## src/rtl/pwm_decoder.sv

```systemverilog
// PWM duty decoder: each rising edge opens a 256-cycle window whose high count becomes the
// sample; a line with no rising edge for TIMEOUT cycles is reported as 0 or 255.
module pwm_decoder #(
   parameter int unsigned TIMEOUT = 512
) (
   input  logic       clk,
   input  logic       n_rst,
   input  logic       pwm_i,
   output logic [7:0] sample,
   output logic       sample_valid,
   output logic       timeout
);

   typedef enum logic {StHunt, StMeasure} state_e;

   localparam logic [9:0] IdleLast = 10'(TIMEOUT - 1);

   state_e     state;
   logic       pwm_meta;
   logic       pwm_s;
   logic       pwm_d;
   logic       rise;
   logic [7:0] win_cnt;
   logic [8:0] hi_cnt;
   logic [9:0] idle_cnt;
   logic [8:0] final_sum;
   logic [7:0] final_sat;

   // A line held high for the whole window counts 256, which saturates to 255.
   always_comb begin
      rise      = pwm_s & ~pwm_d;
      final_sum = hi_cnt + {8'd0, pwm_s};
      final_sat = final_sum[8] ? 8'hff : final_sum[7:0];
   end

   always_ff @(posedge clk or negedge n_rst) begin
      if (!n_rst) begin
         pwm_meta     <= 1'b0;
         pwm_s        <= 1'b0;
         pwm_d        <= 1'b0;
         state        <= StHunt;
         win_cnt      <= 8'd0;
         hi_cnt       <= 9'd0;
         idle_cnt     <= 10'd0;
         sample       <= 8'd0;
         sample_valid <= 1'b0;
         timeout      <= 1'b0;
      end else begin
         pwm_meta     <= pwm_i;
         pwm_s        <= pwm_meta;
         pwm_d        <= pwm_s;
         sample_valid <= 1'b0;
         case (state)
            StHunt: begin
               if (rise) begin
                  // The rise cycle is window offset 0 and already counts as high.
                  state    <= StMeasure;
                  win_cnt  <= 8'd1;
                  hi_cnt   <= 9'd1;
                  idle_cnt <= 10'd0;
                  timeout  <= 1'b0;
               end else if (idle_cnt == IdleLast) begin
                  sample       <= {8{pwm_s}};
                  sample_valid <= 1'b1;
                  timeout      <= 1'b1;
                  idle_cnt     <= 10'd0;
               end else begin
                  idle_cnt <= idle_cnt + 10'd1;
               end
            end
            StMeasure: begin
               if (win_cnt == 8'd255) begin
                  state        <= StHunt;
                  sample       <= final_sat;
                  sample_valid <= 1'b1;
                  win_cnt      <= 8'd0;
                  hi_cnt       <= 9'd0;
               end else begin
                  win_cnt <= win_cnt + 8'd1;
                  hi_cnt  <= hi_cnt + {8'd0, pwm_s};
               end
            end
            default: state <= StHunt;
         endcase
      end
   end

endmodule

```

## config.mk

```make
export PLATFORM = sky130hd
export DESIGN_NAME = pwm_decoder
export DESIGN_NICKNAME = d
export VERILOG_FILES = /design/src/rtl/pwm_decoder.sv
export SDC_FILE = /design/constraint.sdc
export NUM_CORES = 1
export LEC_CHECK = 0
export ABC_CLOCK_PERIOD_IN_PS = 1800
export CAP_MARGIN = 25
export CORE_MARGIN = 1
export CORE_UTILIZATION = 45
export DETAILED_ROUTE_END_ITERATION = 8
export DONT_BUFFER_PORTS = 1
export PLACE_DENSITY = 0.67
export SYNTH_ARGS = -nofsm -noshare
export SYNTH_HDL_FRONTEND = slang
export SYNTH_SLANG_ARGS = --single-unit
export TNS_END_PERCENT = 30
```

## constraint.sdc

```tcl
create_clock -name clk -period 1.8 [get_ports clk]
set_clock_uncertainty 0.15 [all_clocks]
set_input_delay 0.27 -clock clk [delete_from_list [all_inputs] [get_ports clk]]
set_output_delay 0.27 -clock clk [all_outputs]
set_load 0.01 [all_outputs]
```

---- After elaboration in Yosys (flattened, before gate mapping) ----
Index checks and enable logic that the tools add are counted.
storage, ports and cells
  bits in registers ....................... 41
  output and inout port bits .............. 10
operators by class
  add/subtract/negate cells ............... 3
  equal/unequal tests ..................... 6
  muxes and demuxes ....................... 22
  bitwise operators ....................... 3
  reductions and logical operators ........ 3
operators with widths
  cell                     count
  $mux W8                  6
  $pmux W8 S2              2
  $mux W10                 2
  $mux W9                  2
  $pmux W9 S2              1
  $add A10 B1 Y10 const B  1
  $eq A10 B9 Y1 const B    1
  $add A9 B1 Y9            1
  $add A8 B1 Y8 const B    1
  $eq A8 B8 Y1 const B     1
  $mux W1                  7
  $ne A2 B2 Y1 const B     3
  $pmux W1 S2              2
  $reduce_and A3 Y1        1
  $ne A2 B1 Y1 const B     1
  $not A1 Y1               2
  $reduce_and A2 Y1        1
  $reduce_bool A2 Y1       1
  $and A1 B1 Y1            1

---- Longest topological paths before layout ----
Gate-level depths: netlist of the first run.
  depth in word-level cells ............... 4
  depth in mapped cells ................... 6
  depth with buffers taken out ............ 6

---- Least setup slack after synthesis of the first run ----
No wires, ideal clock.
  path kind ............................... register to register
  start ................................... register pwm_s
  end ..................................... register sample[5]
  library setup time ...................... 0.129 ns
  arrival time ............................ 1.653 ns
  setup slack ............................. -0.132 ns
  cell stages (with the launch flop) ...... 7
  path buffers ............................ 0
  period minus slack after synthesis ...... 1.932 ns
  cells stage by stage .................... dfrtp_1 > ha_1 > ha_1 > nand3_2 > or3_1 > a211oi_1 > o31ai_1
between the ends
  word-level cells in the longest chain between the ends .. 4
  elaborated cells between the ends (all ways) .. 9
  those cells by class .................... add/sub (1); eq/ne (1); mux (5); bitwise (1); reduce/logical (1)
RTL lines
  element                 line  source
  from (decl)             20    logic pwm_s;
  from (signal assigned)  50    pwm_s <= pwm_meta;
  $add A9 B1 Y9           32    final_sum = hi_cnt + {8'd0, pwm_s};
  $mux W8                 33    final_sat = final_sum[8] ? 8'hff : final_sum[7:0];
  $mux W8                 72    if (win_cnt == 8'd255) begin
  $pmux W8 S2             53    case (state)
  to (signal assigned)    63    sample <= {8{pwm_s}};
  to (signal assigned)    74    sample <= final_sat;
  to (decl)               9     output logic [7:0] sample,
Several ways; a longest one is shown, not always the timed one. The select of a mux whose other input is x is not followed.
A chain may end at the register's enable or synchronous reset.

---- Worst setup path in the final report of the first run ----
  start ................................... register hi_cnt[0]
  end ..................................... register sample[0]
between the ends
  word-level cells in the longest chain between the ends .. 4
RTL lines
  element                 line  source
  from (decl)             24    logic [8:0] hi_cnt;
  from (signal assigned)  80    hi_cnt <= hi_cnt + {8'd0, pwm_s};
  $add A9 B1 Y9           32
  $mux W8                 33
  $mux W8                 72
  $pmux W8 S2             53
No other way between the ends. The select of a mux whose other input is x is not followed.

==> out/summary.txt, run 1 <==
status: completed
critical path class: register to register
CTS tree: yes
slowest stage delay, CP: 0.43 ns
largest net degree at the start of global routing: 42
Slew HR: 0.697
Synth area leader: dfrtp_1
core box area: 0.00472 sq mm
reg2reg end: sample[0]
first-pass GRT wire length: 8.71 mm
Pre-antenna DRT Iters: 4
drt initial violations: 81
critical path arrival: 1.83 ns
I/O pins: 13
GRT Util Overall: 0.218
ratio of final minimum period to clock period: 0.985
CP max FO: 8
vias in the first global route: 1786
drc violations: 0
crit start category: register
Syn. warnings: 0
Max-Cap Viols: 0
share of layout cells above drive strength 1: 0.263
antenna violations before repair: 0
crit path time final: 1.77 ns
total power: 0.00273 W
commonest cells in the netlist: dfrtp_1, nand2_1, o21ai_0, nor2_1, nand3_1
Synth Net Count: 235
clock sink count: 41
synthesis-to-layout area growth: 22.5%
Min-Delay Path Depth: 0
Die Ht: 72.3 um
Mean Syn Cell Area: 9.79 sq um
top-count cell post-synth: dfrtp_1
root buf cell: clkbuf_8
vias per cell: 5.73
IO buf count: 0
Initial Util: 0.470
DP HPWL: 3.50 mm
Post-synth EDFFs: 0
WP data required: 1.86 ns
maximum vdd ir drop: 0.000567 V
Worst-Skew Late Latency: 0.29 ns
delay-heaviest family, CP: simple AND/OR/NAND/NOR gates
Ant. Diodes: 0
Post-Syn Area: 0.00222 sq mm
total negative slack: 0 ns
Final setup violation count: 0
number of buffers created by CTS: 5
Final #Nets: 267
unrepaired setup endpoints after global routing: yes
post-route ant nets: 0
Worst path slowest cell: nor3_2
leakage dissipation: 1.19 nW
Worst Hold Class: register to register
r2r worst-path depth: 6
Die Wd: 72.3 um
Mapped Cells: 227
sequential share of the synthesized area: 0.462
CP Cell Sequence: ha_2 -> ha_4 -> nand3_4 -> nor3_2 -> o41ai_2 -> o21ai_0
WL/cell: 15.8 um
die area: 0.00522 sq mm
Hold Violations, Final: 0
worst slew pin tran: 0.452 ns
worst slack, placed: -0.0104 ns
HP Start: pwm_meta
Yosys cell types: 53
Yosys reg bits: 41
via count: 1868
ys async rst share: 1.00
GRT overflow: 0
worst setup margin: 0.0278 ns
final wirelength: 5.15 mm
Hold EP: pwm_s
CP endpoint kind: register
Area contributors post-synth: dfrtp_1, o21ai_0, nand2_1, ha_1, xnor2_1
CTS H-tree lvls: 2
fin. max-slew vios: 0
PwrDens: 1000 mW/mm^2
area fraction of the dominant cell type after synthesis: 0.462
R2R Path Start: hi_cnt[0]
placement row count: 25
flop2flop setup slack: 0.03 ns
routability cong.: 0.803
Clock transition at path regs: 0.07 ns
Critical path buffers and inverters: 0
fmax: 564 MHz
predominant post-synthesis flop cell: dfrtp_1
fillers: 397
CTS Buffer Depth: 2
[flip-flops by register name, summed over array words and instances (netlist names)]
signal / count
sample_valid: 1
pwm_meta: 1
pwm_s: 1
idle_cnt: 10
pwm_d: 1
timeout: 1
win_cnt: 8
state: 1
sample: 8
hi_cnt: 9
[worst reg2reg max path, stage by stage, from the launching register on]
cell,delay [ns]
dfrtp_1,0.36
ha_2,0.19
ha_4,0.15
nand3_4,0.12
nor3_2,0.43
o41ai_2,0.13
o21ai_0,0.16
[through the flow]
step                utilization  hold slack (ns)  area, sq um  std cells
floorplan                     -           -0.176         2260        227
global route              0.576            0.228         2720        326
global placement          0.534           -0.174         2520        315
detailed placement        0.534           -0.175         2520        315
finish                    0.576            0.224         2720        326
CTS                       0.563            0.217         2660        325
[metal layers]
layer	track usage	share of wire	vias to the layer above	wire, um
met1	0.333	0.50	910	2580
met4	0.0654	0.0097	0	50
met5	0	0	-	0
met2	0.307	0.45	37	2320
met3	0.0472	0.039	5	200
li1	-	-	916	-
[cell usage in the layout, fill, tap and decap left out, types with 4 or more instances in the layout]
master / netlist / layout
o41ai_2: 0 / 4
inv_1: 4 / 4
xnor2_1: 6 / 6
nand2_1: 27 / 27
xor2_1: 4 / 4
o21ai_0: 25 / 25
buf_4: 1 / 31
o21ai_1: 4 / 4
clkbuf_8: 0 / 6
o211ai_1: 5 / 5
nand3_1: 10 / 10
a21oi_1: 5 / 5
nor2_1: 13 / 13
a22o_1: 4 / 4
nor3_1: 9 / 8
dfrtp_1: 41 / 41
[area by class of cell]
class / instances / area [sq um] / area share
Clock buffer: 7 / 86.3 / 0.0317
Inverter: 5 / 18.8 / 0.00689
Multi-Input combinational cell: 172 / 1230 / 0.454
Sequential cell: 41 / 1030 / 0.377
Tap cell: 67 / 83.8 / 0.0308
Timing Repair Buffer: 34 / 273 / 0.100
[report_power, final]
group | internal (W) | leakage (nW) | switching, W
Sequential | 0.00107 | 0.539 | 0.000188
Combinational | 0.000443 | 0.606 | 0.000418
Clock | 0.000304 | 0.0443 | 0.000305
[how the worst max path moves through the flow]
stage	from	to	slack, ns	cells after the start
floorplan	pwm_s	sample[6]	-0.04	6
global placement	hi_cnt[0]	sample[3]	0.01	6
detailed placement	hi_cnt[0]	sample[6]	-0.01	6
CTS	hi_cnt[0]	sample[2]	0.002	6
global route	hi_cnt[0]	sample[0]	-0.11	6
finish	hi_cnt[0]	sample[0]	0.03	6
[cells by family (layout without fill, tap and decap cells)]
family,Yosys count,in the layout,share of synthesized area
buffers and inverters,14,46,0.0304
AOI/OAI and AO/OA,73,73,0.228
xor gates and xnor gates,10,10,0.0394
adders and majority gates,5,5,0.0282
DFF,41,41,0.462
muxes,1,1,0.00507
and+or+nand+nor,83,83,0.207
[timing repair]
item / CTS / global route
endpoints found under the hold margin: 42 / 0
gates resized for setup: 2 / 10
pin swaps: 0 / 2
hold buffers: 3 / 0
endpoints found under the setup margin: 4 / 12
cloned: 0 / 0
setup buffers: 0 / 1
Note: power is estimated with default switching activity, not from simulation.
==> run 2: changes to the inputs <==
- PLACE_DENSITY: 0.67 -> 0.71
==> run 2 against run 1 <==
Setup slack got worse by 0.026 ns. Via count decreased by 1.1%. Cell count shrank 0.31%. Critical path depth unchanged. Critical path type unchanged. Highest routed layer unchanged.
==> out/summary.txt, run 2 (synthesis results as in run 1) <==
WL/cell: 15.4 um
total power: 0.00277 W
fin. max-slew vios: 0
unrepaired setup endpoints after global routing: yes
Final #Nets: 265
M3 GR Usage: 0.0528
commonest cells after routing, fill and taps aside: dfrtp_1, buf_4, nand2_1
fillers: 408
post-route ant nets: 0
critical path arrival: 1.82 ns
Ant. Diodes: 0
register area: 0.00103 sq mm
vias per cell: 5.68
routability cong.: 0.912
CP endpoint kind: register
drc violations: 0
via count: 1847
synthesis-to-layout area growth: 22.1%
status: completed
leakage dissipation: 1.19 nW
GR peak layer: met2
largest net degree at the start of global routing: 42
most common cell after layout, fill and taps aside: dfrtp_1
Die Wd: 72.3 um
CP Cell Sequence: ha_2 -> ha_4 -> nand3_4 -> or3_4 -> a211oi_2 -> o31ai_1
Clock transition at path regs: 0.08 ns
Multi-input gate area: 0.00123 sq mm
ratio of final minimum period to clock period: 0.999
root buf cell: clkbuf_8
WP data required: 1.82 ns
Largest regs: idle_cnt: 10 flops, hi_cnt: 9 flops
vias in the first global route: 1750
WHS: 0.207 ns
PwrDens: 1020 mW/mm^2
Initial Util: 0.470
CP max FO: 7
share of layout cells above drive strength 1: 0.256
crit path time final: 1.80 ns
placement row count: 25
Final setup violation count: 0
Slew HR: 0.731
GRT Util Overall: 0.210
CTS tree: yes
number of buffers created by CTS: 5
clock sink count: 41
first-pass GRT wire length: 8.37 mm
antenna violations before repair: 0
maximum vdd ir drop: 0.000622 V
Max-Cap Viols: 0
drt initial violations: 120
Critical path buffers and inverters: 0
met2 usage: 0.315
delay-heaviest family, CP: simple AND/OR/NAND/NOR gates
die area: 0.00522 sq mm
Die Ht: 72.3 um
Worst-Skew Late Latency: 0.29 ns
most flop-heavy register: idle_cnt
IO buf count: 0
Pre-antenna DRT Iters: 4
max reg flops: 10
worst slew pin tran: 0.402 ns
I/O pins: 13
Worst path slowest cell: or3_4
final wirelength: 4.99 mm
CTS Buffer Depth: 2
DP HPWL: 3.53 mm
CTS H-tree lvls: 2
critical path class: register to register
Worst Hold Class: register to register
core box area: 0.00472 sq mm
crit start category: register
fmax: 556 MHz
Hold Violations, Final: 0
slowest stage delay, CP: 0.37 ns
GRT overflow: 0
met1 Use GR: 0.295
## run 2: through the flow
stage | TNS, ns | utilization | std cells | worst slack (ns) | cell area, sq um
after floorplan | -0.0363 | - | 227 | -0.0363 | 2260
after global placement | -0.00237 | 0.530 | 313 | -0.00237 | 2500
after detailed placement | -0.0223 | 0.530 | 313 | -0.0163 | 2500
after CTS | 0 | 0.566 | 324 | 0.0150 | 2670
after global routing | -0.395 | 0.575 | 325 | -0.0817 | 2710
final | 0 | 0.575 | 325 | 0.00127 | 2710
## run 2: final cells by class
| cell class | instances | share of cell area |
|---|---|---|
| Timing Repair Buffer | 32 | 0.0950 |
| Tap cell | 67 | 0.0309 |
| Clock buffer | 7 | 0.0355 |
| Sequential cell | 41 | 0.378 |
| Clock inverter | 1 | 0.00184 |
| Multi-Input combinational cell | 172 | 0.452 |
| Inverter | 5 | 0.00692 |
## run 2: routing by layer
layer  up-vias  wire [um]
met3         7        173
met5         -          0
met2        39       2340
met4         0         67
li1        898          -
met1       903       2410
## run 2: power by group
part	internal (W)	switching, W	total (W)
sequential	0.00107	0.000157	0.00123
clock	0.000347	0.000315	0.000662
combinational	0.000452	0.000430	0.000883
## run 2: final timing paths
kind / start / to / slack (ns) / cells after the start
min reg2reg: pwm_meta / pwm_s / 0.21 / 0
min in group asynchronous: n_rst / hi_cnt[7] / 0.27 / 2
max reg2reg: hi_cnt[0] / sample[7] / 0.001 / 6
max: hi_cnt[0] / sample[7] / 0.001 / 6
min: pwm_meta / pwm_s / 0.21 / 0
max in group asynchronous: n_rst / idle_cnt[2] / 1.02 / 2
## run 2: timing repair
item,CTS,global route
endpoints found under the hold margin,42,0
resized for setup,4,7
setup buffers,0,1
hold buffers,3,0
endpoints found under the setup margin,4,11
pin swaps,1,4
